## src/rtl/sr_cond_pkg.sv

```systemverilog
// Shared constants and helpers for the SR pulse conditioner.
// Used by the top level and the per-button debounce channel.
package sr_cond_pkg;

  localparam int DEFAULT_SYNC_STAGES     = 2;
  localparam int DEFAULT_DEBOUNCE_CYCLES = 4;

  // Counter must be able to hold DEBOUNCE_CYCLES-1; clamp to one bit minimum
  function automatic int cnt_width(input int cycles);
    return (cycles < 1) ? 1 : $clog2(cycles + 1);
  endfunction

endpackage

```

## src/rtl/debounce_channel.sv

```systemverilog
// One button channel: synchroniser chain, debounce counter,
// debounced level and a registered single-cycle rising-edge pulse.
module debounce_channel
  import sr_cond_pkg::*;
#(
  parameter int SYNC_STAGES     = DEFAULT_SYNC_STAGES,
  parameter int DEBOUNCE_CYCLES = DEFAULT_DEBOUNCE_CYCLES
) (
  input  logic clk,
  input  logic reset,
  input  logic raw,
  output logic level,
  output logic rise
);

  localparam int CNT_W = cnt_width(DEBOUNCE_CYCLES);
  localparam logic [CNT_W-1:0] CNT_LAST = CNT_W'(DEBOUNCE_CYCLES - 1);

  logic [SYNC_STAGES-1:0] chain;
  logic                   sync;
  logic [CNT_W-1:0]       cnt;

  assign sync = chain[SYNC_STAGES-1];

  // The level flips, and the pulse fires, on the edge that sees the
  // DEBOUNCE_CYCLES-th consecutive disagreeing sample.
  always_ff @(posedge clk) begin
    if (reset) begin
      chain <= '0;
      cnt   <= '0;
      level <= 1'b0;
      rise  <= 1'b0;
    end else begin
      chain <= {chain[SYNC_STAGES-2:0], raw};
      rise  <= 1'b0;
      if (sync == level) begin
        cnt <= '0;
      end else if (cnt == CNT_LAST) begin
        level <= sync;
        cnt   <= '0;
        rise  <= sync;
      end else begin
        cnt <= cnt + 1'b1;
      end
    end
  end

endmodule

```

## src/rtl/sr_pulse_conditioner.sv

```systemverilog
// Front end for the SR flip-flop: two debounced button channels and
// clear-wins arbitration so S and R are never asserted together.
module sr_pulse_conditioner
  import sr_cond_pkg::*;
#(
  parameter int SYNC_STAGES     = DEFAULT_SYNC_STAGES,
  parameter int DEBOUNCE_CYCLES = DEFAULT_DEBOUNCE_CYCLES
) (
  input  logic clk,
  input  logic reset,
  input  logic set_btn_raw,
  input  logic clr_btn_raw,
  output logic S,
  output logic R,
  output logic set_level,
  output logic clr_level,
  output logic conflict
);

  if (SYNC_STAGES < 2 || DEBOUNCE_CYCLES < 1) begin : g_param_check
    $error("sr_pulse_conditioner: SYNC_STAGES must be >= 2 and DEBOUNCE_CYCLES >= 1");
  end

  logic set_rise;
  logic clr_rise;

  debounce_channel #(
    .SYNC_STAGES    (SYNC_STAGES),
    .DEBOUNCE_CYCLES(DEBOUNCE_CYCLES)
  ) u_set (
    .clk  (clk),
    .reset(reset),
    .raw  (set_btn_raw),
    .level(set_level),
    .rise (set_rise)
  );

  debounce_channel #(
    .SYNC_STAGES    (SYNC_STAGES),
    .DEBOUNCE_CYCLES(DEBOUNCE_CYCLES)
  ) u_clr (
    .clk  (clk),
    .reset(reset),
    .raw  (clr_btn_raw),
    .level(clr_level),
    .rise (clr_rise)
  );

  // Coincident edges: clear wins and the set edge is dropped
  always_ff @(posedge clk) begin
    if (reset) begin
      S        <= 1'b0;
      R        <= 1'b0;
      conflict <= 1'b0;
    end else begin
      S        <= set_rise & ~clr_rise;
      R        <= clr_rise;
      conflict <= set_rise & clr_rise;
    end
  end

endmodule

```

## config.mk

```make
export PLATFORM = sky130hd
export DESIGN_NAME = sr_pulse_conditioner
export DESIGN_NICKNAME = d
export VERILOG_FILES = /design/src/rtl/sr_cond_pkg.sv /design/src/rtl/debounce_channel.sv /design/src/rtl/sr_pulse_conditioner.sv
export SDC_FILE = /design/constraint.sdc
export NUM_CORES = 1
export LEC_CHECK = 0
export BUFFER_PORTS_ARGS = -buffer_cell sky130_fd_sc_hd__buf_2
export CAP_MARGIN = 20
export CORE_AREA = 2 2 39 41
export CTS_CLUSTER_SIZE = 40
export DETAILED_ROUTE_END_ITERATION = 6
export DIE_AREA = 0 0 41 43
export GPL_TIMING_DRIVEN = 0
export PLACE_DENSITY = 0.64
export REMOVE_ABC_BUFFERS = 1
export SLEW_MARGIN = 20
export SYNTH_ARGS = -nofsm -noshare
export SYNTH_HDL_FRONTEND = slang
export SYNTH_SLANG_ARGS = --single-unit
```

## constraint.sdc

```tcl
create_clock -name clk -period 3.21 [get_ports clk]
set_input_delay 0.1605 -clock clk [delete_from_list [all_inputs] [get_ports clk]]
set_output_delay 0.1605 -clock clk [all_outputs]
set_load 0.02 [all_outputs]
```

==> results by group, run 1 <==
Floorplanning
  • # IOs: 9
  • Core Box Area: 1380 µm²
  • FP Rows: 14
  • Die area: 1760 µm²
  • Die height: 43 µm
  • Initial core utilization: 0.430
  • Chip width: 41 µm

STA
  • Clock skew: 8.67 ps
  • Final setup viols: 0
  • RSZ-0062 raised after global routing: no
  • Max-slew violations: 0
  • Final Critical Period: 1140 ps
  • Fin Setup TNS: 0 ps
  • Slew at the pin closest to its max-slew limit: 314 ps
  • Hold Vio Cnt, Final: 0
  • Final worst-path cycle share: 0.355
  • Worst hold slack: 86.6 ps
  • F_max: 0.878 GHz
  • Slew headroom: 0.789

GRT
  • Largest net degree at the start of global routing: 18
  • Vias in the first global route: 276
  • First-pass GRT wire length: 1070 µm
  • Initial antenna violation count: 0
  • Aggregate global-route resource usage: 0.0911
  • GRT overflow: 0

Detailed routing
  • First-pass iteration count of the detailed router: 4
  • DRT Wirelength: 683 µm
  • Routed Antenna Nets: 0
  • 1st-iter DRT viols: 2
  • Remaining DRCs: 0
  • Routed WL per cell: 9.49 µm
  • Avg Vias per Cell: 4.81
  • Vias post-DR: 346

Pwr
  • Leak: 0.282 nW
  • Peak VDD IR: 0.260 mV
  • PwrDens: 501 nW/µm²
  • Pwr Total: 0.000338 W

Job
  • # Max-Cap Violations: 0

Cells and area
  • Nets: 65
  • Fin area: 674 µm²
  • Layout cells sized above 1: 0.393
  • Util after Layout: 0.487
  • Area delta synth->final: 13.2%
  • FILL cells: 135
  • Register area: 340 µm²
  • Area of the multi-input gates: 236 µm²
  • Ant. Diodes: 0

Clock network
  • Hold_buf cts: 0
  • Sink Count: 17
  • Root Buffer: clkbuf_4
  • Clk slew on worst S/H paths: 100 ps
  • Clk_lat worst skew: 280 ps
  • Post-CTS Resized: 0
  • CTS H-tree lvls: 1
  • Post-CTS setup-driven buffer insertion count: 0
  • Maximum root-to-sink buffer count: 2
  • Cts bufs inserted: 3
  • TritonCTS clock tree: built

Critical path
  • Setup crit end kind: flip-flop
  • Data arrival time of the worst path: 1350 ps
  • WP data required: 3420 ps
  • Crit path max fanout: 5
  • CP Launch Type: flip-flop
  • Crit path kind: reg2reg

Placed design
  • Routability cong.: 0.660
  • Placed cell area: 644 µm²
  • Hpwl dp: 500 µm
  • IO Port Bufs: 8

Yosys
  • Synthesis-stage register bit count: 17
  • Synth top area share: 0.571
  • Syn avg cell area: 13.2 µm²
  • Yosys top cell by area: dfxtp_1
  • Top-count cell post-synth: dfxtp_1
  • YS warnings: 0
  • Synth Flop Type: dfxtp_1
  • EDFF count, synth: 0
  • Gate Count Post-Synth: 45
  • Mapped cell area: 596 µm²
  • Sequential element share of the synthesized area: 0.571
  • Ranking of synthesized cells by area: dfxtp_1 (57%), ha_1 (8.4%), and2b_2 (7.4%)
  • Synth top cells by count: dfxtp_1 (17), and2b_2 (5), ha_1 (4), nor4_1 (4)
  • Synth async-reset ratio: 0
  • Yosys cell types: 13

Worst hold path
  • Worst min path class: in2reg

Run status
  • Status: finished, final reports clean
-- flip-flops by register name, indices dropped and copies added (netlist names) --
register / count
R: 1
u_set.level: 1
u_clr.chain: 2
u_clr.cnt: 3
u_set.chain: 2
u_set.rise: 1
S: 1
conflict: 1
u_clr.level: 1
u_set.cnt: 3
u_clr.rise: 1
-- path summary, 6_finish.rpt --
kind,from,end,slack (ps),depth (start not counted)
max,u_set.cnt[0],u_set.cnt[1],2070,3
min,set_btn_raw,u_set.chain[0],90,2
max reg2reg,u_set.cnt[0],u_set.cnt[1],2070,3
min reg2reg,u_set.cnt[0],u_set.cnt[0],440,1
-- per-stage QoR --
step	cells	worst slack, ps
after floorplan	44	2160
after global placement	68	2100
after detailed placement	68	2090
after CTS	72	2070
after global routing	72	1970
final	72	2070
-- area by class of cell --
type | count | area share
Tap cell | 16 | 0.0297
Inverter | 2 | 0.0111
Clock buffer | 3 | 0.0334
Multi-Input combinational cell | 25 | 0.351
Sequential cell | 17 | 0.505
Clock inverter | 1 | 0.0111
Timing Repair Buffer | 8 | 0.0594
-- logic make-up after synthesis --
logic type	count (synthesis)	synth area share
AND/OR/NAND/NOR	17	0.250
flip-flops	17	0.571
adder cells (fa/ha/maj)	4	0.0840
buffers and inverters	3	0.0315
XOR/XNOR	2	0.0294
multiplexers	2	0.0336
-- power breakdown --
part | switching (W) | total (W) | internal [W] | leakage (nW)
combinational | 0.00000462 | 0.00000980 | 0.00000518 | 0.130
clock | 0.0000654 | 0.000113 | 0.0000473 | 0.0139
sequential | 0.00000144 | 0.000215 | 0.000214 | 0.138
-- per-layer routing --
layer,GRT usage,wire length (µm),vias up
li1,-,-,179
met1,0.125,336,160
met2,0.116,312,7
met3,0.0314,35,0
met4,0.0600,0,0
met5,0,0,-
-- critical path: stages (launching register included) --
cell     delay, ps
dfxtp_1        330
ha_1           190
ha_1           250
nor4b_2        290
-- cells in the final DEF, fill, tap and decap left out, drive strengths merged --
| master | n |
|---|---|
| clkbuf | 3 |
| and4bb | 2 |
| mux2i | 2 |
| dfxtp | 17 |
| nor2 | 2 |
| nor4b | 2 |
| clkinvlp | 1 |
| nor3b | 1 |
| and3b | 1 |
| xnor2 | 2 |
| buf | 8 |
| and2b | 5 |
| nor4 | 4 |
| ha | 4 |
| inv | 2 |
Note: power is estimated with default switching activity, not from simulation.
==> run 2: changes to the inputs <==
--- a/config.mk
+++ b/config.mk
@@ -5,6 +5,7 @@
 export SDC_FILE = /design/constraint.sdc
 export NUM_CORES = 1
 export LEC_CHECK = 0
+export ABC_AREA = 1
 export BUFFER_PORTS_ARGS = -buffer_cell sky130_fd_sc_hd__buf_2
 export CAP_MARGIN = 20
 export CORE_AREA = 2 2 39 41
@@ -12,7 +13,7 @@
 export DETAILED_ROUTE_END_ITERATION = 6
 export DIE_AREA = 0 0 41 43
 export GPL_TIMING_DRIVEN = 0
-export PLACE_DENSITY = 0.64
+export PLACE_DENSITY = 0.65
 export REMOVE_ABC_BUFFERS = 1
 export SLEW_MARGIN = 20
 export SYNTH_ARGS = -nofsm -noshare
==> constraint.sdc (replaced) <==
create_clock -name clk -period 1.2 [get_ports clk]
set_input_delay 0.06 -clock clk [delete_from_list [all_inputs] [get_ports clk]]
set_output_delay 0.06 -clock clk [all_outputs]
set_load 0.02 [all_outputs]
==> run 2 against run 1 <==
  * Register-to-register slack worse by 2000 ps
  * Core utilization up 2.2 points
  * Clock-buffer cell count unchanged
  * Synthesized cell count up 53%
  * Clock power rose to 2.6 times the previous value
  * Critical endpoint is now u_clr.cnt[2]
==> results by group, run 2 <==
Run status
  • Status: finished, final reports clean

Job
  • # Max-Cap Violations: 0 (unchanged)

Clock network
  • Clk_lat worst skew: 290 ps (about the same)
  • TritonCTS clock tree: built
  • Maximum root-to-sink buffer count: 2 (unchanged)
  • CTS H-tree lvls: 1 (unchanged)
  • Sink Count: 17 (unchanged)
  • Root Buffer: clkbuf_4
  • Cts bufs inserted: 3 (unchanged)
  • Post-CTS setup-driven buffer insertion count: 0 (unchanged)
  • Clk slew on worst S/H paths: 100 ps (about the same)

Cells and area
  • Layout Cells excl Fill: 98 (+36%)
  • Fin area: 704 µm² (+4.5%)
  • Area delta synth->final: 16.8%
  • Commonest cells after routing, fill and taps aside: dfxtp_1 (17), inv_1 (16), nor2_1 (14)
  • Layout cells sized above 1: 0.207 (-0.186)
  • Leading cell type in the layout, fill and taps excluded: dfxtp_1
  • Nets: 91 (+40%)
  • Largest registers: u_clr.cnt (3), u_set.cnt (3)
  • Ant. Diodes: 0 (unchanged)

STA
  • Max-slew violations: 0 (unchanged)
  • Slew headroom: 0.839 (+0.0502)
  • F_max: 0.887 GHz (+1.0%)
  • Slew at the pin closest to its max-slew limit: 241 ps (-73.0 ps)
  • Clock skew: 11.2 ps (+2.53 ps)
  • Final Critical Period: 1130 ps (-11.8 ps)
  • Final setup viols: 0 (unchanged)
  • Final worst-path cycle share: 0.939 (+0.584)
  • Hold Vio Cnt, Final: 0 (unchanged)
  • Fin Setup TNS: 0 ps (unchanged)
  • Worst setup margin: 73.2 ps (-2000 ps)
  • RSZ-0062 raised after global routing: no

Detailed routing
  • Remaining DRCs: 0 (unchanged)
  • Routed Antenna Nets: 0 (unchanged)
  • Vias post-DR: 414 (+20%)
  • Top sig layer: met4
  • Avg Vias per Cell: 4.22 (-12%)
  • Met2 wire length: 330 µm (+5.8%)
  • Met3 Wirelength: 36 µm (+2.9%)
  • DRT Wirelength: 762 µm (+12%)
  • 1st-iter DRT viols: 4 (+2)
  • First-pass iteration count of the detailed router: 4 (unchanged)
  • M1 WL: 375 µm (+12%)
  • Routed WL per cell: 7.78 µm (-18%)

GRT
  • First-pass GRT wire length: 1250 µm (+17%)
  • Vias in the first global route: 349 (+26%)
  • Largest net degree at the start of global routing: 14 (-4)
  • GRT overflow: 0 (unchanged)
  • Aggregate global-route resource usage: 0.109 (+0.0183)
  • Initial antenna violation count: 0 (unchanged)

Pwr
  • Leak: 0.314 nW (+11%)
  • Switching fraction of total power: 0.215 (+0.00311)
  • Sequential power share: 0.637 (about the same)
  • Clock Power Share: 0.329 (-0.005)
  • Peak VDD IR: 0.657 mV (+150%)
  • PwrDens: 1280 nW/µm² (+160%)
  • Logic gate share of total power: 0.034 (+0.005)
  • P_sw: 0.000194 W (+170%)
  • P_int: 0.000710 W (+170%)

Critical path
  • WP data required: 1420 ps (-2000 ps)
  • CP Launch Type: flip-flop
  • Setup crit end kind: flip-flop
  • Reg2Reg Setup Slack: 70 ps (-2000 ps)
  • Crit path max fanout: 4 (-1)
  • Data arrival time of the worst path: 1350 ps (about the same)
  • Reg2reg end: u_clr.cnt[2]
  • Reg2Reg Depth: 5 (+2)
  • Crit path kind: reg2reg
  • Worst r2r src: u_clr.cnt[0]

Placed design
  • Routability cong.: 0.750 (+14%)
  • IO Port Bufs: 8 (unchanged)
  • Pre-CTS WS: 73.3 ps (-2020 ps)
  • Placed cell count: 92 (+35%)
  • Hpwl dp: 554 µm (+11%)
  • Placed cell area: 652 µm² (+1.2%)

Floorplanning
  • Die height: 43 µm (unchanged)
  • FP Rows: 14 (unchanged)
  • Chip width: 41 µm (unchanged)
  • Core Box Area: 1380 µm² (unchanged)
  • Initial core utilization: 0.436 (+0.00542)
  • Die area: 1760 µm² (unchanged)
  • # IOs: 9 (unchanged)

Yosys
  • Synth Flop Type: dfxtp_1
  • EDFF count, synth: 0 (unchanged)
  • Syn avg cell area: 8.74 µm² (-34%)
  • Synthesis-stage register bit count: 17 (unchanged)
  • Synth top area share: 0.564 (-0.00711)
  • Synth async-reset ratio: 0 (unchanged)
  • Ranking of synthesized cells by area: dfxtp_1 (56%), inv_1 (10%), nor2_1 (9.3%)
  • Sequential element share of the synthesized area: 0.564 (-0.00711)
  • Yosys top cell by area: dfxtp_1
  • Yosys cell types: 11 (-2)
  • Gate Count Post-Synth: 69 (+53%)
  • Mapped cell area: 603 µm² (+1.3%)
  • YS warnings: 0 (unchanged)
  • Top-count cell post-synth: dfxtp_1
  • Synth top cells by count: dfxtp_1 (17), inv_1 (16), nor2_1 (15)

Worst hold path
  • Hold depth: 2 (unchanged)
  • Hold endpoint: u_clr.rise
  • Hold_sp: reset
  • Worst min path class: in2reg
[run 2: metrics by stage]
step / utilization / hold slack (ps) / power [W]
3_3_place_gp: 0.471 / 261 / 0.000613
3_5_place_dp: 0.471 / 269 / 0.000615
4_1_cts: 0.505 / 82.1 / 0.000913
6_report: 0.509 / 88.9 / 0.000904
5_1_grt: 0.509 / 102 / 0.000941
2_1_floorplan: - / 129 / 0.000602
[run 2: how the worst max path moves through the flow]
| stage | startpoint | end | slack (ps) | cells after the start |
|---|---|---|---|---|
| CTS | u_clr.cnt[0] | u_clr.cnt[2] | 30 | 5 |
| finish | u_clr.cnt[0] | u_clr.cnt[2] | 70 | 5 |
| global placement | u_set.cnt[0] | u_set.cnt[0] | 110 | 5 |
| floorplan | u_clr.cnt[0] | u_clr.cnt[0] | 160 | 5 |
| global route | u_clr.cnt[0] | u_clr.cnt[2] | 0.6 | 5 |
| detailed placement | u_set.cnt[0] | u_set.cnt[0] | 70 | 5 |
[run 2: cell families (layout without fill, tap and decap cells)]
family | count (synthesis) | after routing | share of synthesized area
and+or+nand+nor | 29 | 29 | 0.218
buffers and inverters | 17 | 30 | 0.118
adders and majority gates | 4 | 4 | 0.0830
AOI/OAI and AO/OA | 2 | 2 | 0.0166
DFF | 17 | 17 | 0.564
[run 2: layout make-up]
class	count	area, µm²
inverters	16	60.1
flip-flops and latches	17	340
clock inverters	1	5.00
multi-input cells	35	196
well taps	16	20.0
clock buffers	3	22.5
repair buffers	10	60.1
fillers	137	679
[run 2: timing repair]
| action | CTS | global route |
|---|---|---|
| gates resized for setup | 0 | 2 |
| hold buffers | 2 | 0 |
| setup endpoints to repair | 0 | 4 |
| endpoints found under the hold margin | 2 | 0 |
[run 2: critical path, stage by stage, from the launching register on]
cell	delay, ps
dfxtp_1	330
ha_1	190
ha_1	210
nor2_1	120
nand3_2	110
nor2_1	100
[run 2: routing by layer]
| layer | up-vias | global-route usage |
|---|---|---|
| li1 | 228 | - |
| met2 | 8 | 0.147 |
| met1 | 174 | 0.132 |
| met5 | - | 0 |
| met3 | 4 | 0.0314 |
| met4 | 0 | 0.100 |
[run 2: power by group through the flow]
stage          clock (W)  combinational [W]  sequential, W
2_1_floorplan          0          0.0000131       0.000589
3_3_place_gp           0          0.0000243       0.000589
3_5_place_dp           0          0.0000254       0.000589
4_1_cts         0.000306          0.0000303       0.000576
5_1_grt         0.000328          0.0000352       0.000578
6_report        0.000297          0.0000305       0.000576
==> run 3: changes to the inputs <==
==> constraint.sdc (replaced) <==
create_clock -name clk -period 1.3 [get_ports clk]
set_input_delay 0.065 -clock clk [delete_from_list [all_inputs] [get_ports clk]]
set_output_delay 0.065 -clock clk [all_outputs]
set_load 0.02 [all_outputs]
==> run 3 against run 2 <==
  * Critical path depth unchanged
  * Cell area decreased by 0.71%
  * Maximum frequency fell by 1.4%
  * Critical endpoint unchanged
  * Core utilization decreased by 0.36 points
  * Total power is 7.8% lower
  * Non-clock buffer count unchanged
  * Hold slack is essentially flat
  * Wire length shrank 0.66%
  * Highest routed layer unchanged
==> results by group, run 3 (synthesized netlist as in run 2, its figures left out) <==
STA
  • RSZ-0062 raised after global routing: no
  • Final setup viols: 0 (unchanged)
  • Clock skew: 11.3 ps (+0.0834 ps)
  • F_max: 0.875 GHz (-1.4%)
  • Max-slew violations: 0 (unchanged)
  • Final worst-path cycle share: 0.879 (-0.0596)
  • Final Critical Period: 1140 ps (+16.4 ps)
  • Worst hold slack: 89.1 ps (+0.213 ps)
  • Slew headroom: 0.846 (+0.00683)
  • Slew at the pin closest to its max-slew limit: 231 ps (-10.2 ps)
  • Hold Vio Cnt, Final: 0 (unchanged)
  • Fin Setup TNS: 0 ps (unchanged)

Pwr
  • Logic gate share of total power: 0.033 (about the same)
  • Sequential power share: 0.638 (about the same)
  • Peak VDD IR: 0.606 mV (-7.7%)
  • Pwr Total: 0.000834 W (-7.8%)
  • Leak: 0.316 nW (+0.54%)
  • P_int: 0.000655 W (-7.7%)
  • Switching fraction of total power: 0.214 (-0.000246)
  • Clock Power Share: 0.329 (about the same)
  • PwrDens: 1190 nW/µm² (-7.1%)
  • P_sw: 0.000179 W (-7.9%)

Cells and area
  • Area delta synth->final: 16.0%
  • Ant. Diodes: 0 (unchanged)
  • Util after Layout: 0.505 (-0.00362)
  • Leading cell type in the layout, fill and taps excluded: dfxtp_1
  • Commonest cells after routing, fill and taps aside: dfxtp_1 (17), inv_1 (16), nor2_1 (15)
  • Largest registers: u_clr.cnt (3), u_set.cnt (3)
  • Nets: 91 (unchanged)
  • Layout cells sized above 1: 0.183 (-0.0244)

GRT
  • Largest net degree at the start of global routing: 14 (unchanged)
  • GRT overflow: 0 (unchanged)
  • Met1 usage: 0.132 (unchanged)
  • Vias in the first global route: 349 (unchanged)
  • Met2 Resource Use GR: 0.147 (unchanged)
  • First-pass GRT wire length: 1250 µm (unchanged)
  • Initial antenna violation count: 0 (unchanged)
  • Aggregate global-route resource usage: 0.109 (unchanged)
  • Met3 Use GR: 0.0314 (unchanged)
  • GRT Max-Usage Layer: met2

Critical path
  • Slowest stage delay, CP: 330 ps (about the same)
  • Buf/Inv on CP: 0 (unchanged)
  • Crit-path cells: ha_1, ha_1, nor2_1, nand3_2, nor2_1
  • Crit-path slowest cell: dfxtp_1
  • CP top delay family: adder cells
  • Crit path max fanout: 4 (unchanged)
  • Setup crit end kind: flip-flop
  • WP data required: 1520 ps (+100 ps)
  • Crit path kind: reg2reg
  • CP Launch Type: flip-flop
  • Data arrival time of the worst path: 1370 ps (+20 ps)

Floorplanning
  • Core Box Area: 1380 µm² (unchanged)
  • Chip width: 41 µm (unchanged)
  • FP Rows: 14 (unchanged)
  • Die area: 1760 µm² (unchanged)
  • # IOs: 9 (unchanged)
  • Die height: 43 µm (unchanged)
  • Initial core utilization: 0.436 (unchanged)

Placed design
  • Hpwl dp: 554 µm (unchanged)
  • Routability cong.: 0.750 (unchanged)
  • IO Port Bufs: 8 (unchanged)

Detailed routing
  • Routed Antenna Nets: 0 (unchanged)
  • 1st-iter DRT viols: 4 (unchanged)
  • First-pass iteration count of the detailed router: 4 (unchanged)
  • Vias post-DR: 414 (unchanged)
  • Avg Vias per Cell: 4.22 (unchanged)
  • Routed WL per cell: 7.72 µm (-0.66%)
  • DRT Wirelength: 757 µm (-0.66%)
  • Remaining DRCs: 0 (unchanged)

Clock network
  • Post-CTS setup-driven buffer insertion count: 0 (unchanged)
  • CTS H-tree lvls: 1 (unchanged)
  • Root Buffer: clkbuf_4
  • Cts bufs inserted: 3 (unchanged)
  • Hold_buf cts: 2 (unchanged)
  • Post-CTS Resized: 0 (unchanged)
  • Clk_lat worst skew: 290 ps (about the same)
  • Maximum root-to-sink buffer count: 2 (unchanged)
  • TritonCTS clock tree: built
  • Sink Count: 17 (unchanged)
  • Clk slew on worst S/H paths: 100 ps (about the same)

Run status
  • Status: finished, final reports clean

Job
  • # Max-Cap Violations: 0 (unchanged)

Worst hold path
  • Worst min path class: in2reg
-- run 3: worst reg2reg max path: stages (launching register included) --
cell and delay (ps):
dfxtp_1 330, ha_1 190, ha_1 220, nor2_1 140, nand3_2 110, nor2_1 100
-- run 3: cell type report --
| class | count | area, µm² |
|---|---|---|
| inverters | 16 | 60.1 |
| multi-input cells | 35 | 191 |
| repair buffers | 10 | 60.1 |
| flip-flops and latches | 17 | 340 |
| fillers | 138 | 684 |
| clock buffers | 3 | 22.5 |
| well taps | 16 | 20.0 |
| clock inverters | 1 | 5.00 |
-- run 3: routing by layer --
layer  vias up  share of wire  wire length (µm)
met5         -              0                 0
met4         0          0.026                20
met3         4          0.048                36
met2         8           0.43               328
met1       174           0.49               372
li1        228              -                 -
-- run 3: final timing paths --
check                               startpoint        endpoint  slack [ps]  cells past startpoint
worst max-delay path              u_clr.cnt[0]    u_clr.cnt[2]         160                      5
worst min-delay path                     reset      u_clr.rise          90                      2
worst max register to register    u_clr.cnt[0]    u_clr.cnt[2]         160                      5
worst min register to register  u_clr.chain[0]  u_clr.chain[1]         410                      2
-- run 3: power by group through the flow --
stage / registers [W] / logic [W] / clock network, W
global route: 0.000533 / 0.0000319 / 0.000303
CTS: 0.000532 / 0.0000280 / 0.000283
global placement: 0.000544 / 0.0000224 / 0
detailed placement: 0.000544 / 0.0000235 / 0
finish: 0.000532 / 0.0000275 / 0.000274
floorplan: 0.000543 / 0.0000121 / 0
-- run 3: metrics by stage --
stage / area (µm²) / std cells / setup WS [ps]
floorplan: 592 / 68 / 263
global placement: 652 / 92 / 214
detailed placement: 652 / 92 / 173
CTS: 699 / 98 / 133
global route: 699 / 98 / 76.6
finish: 699 / 98 / 157
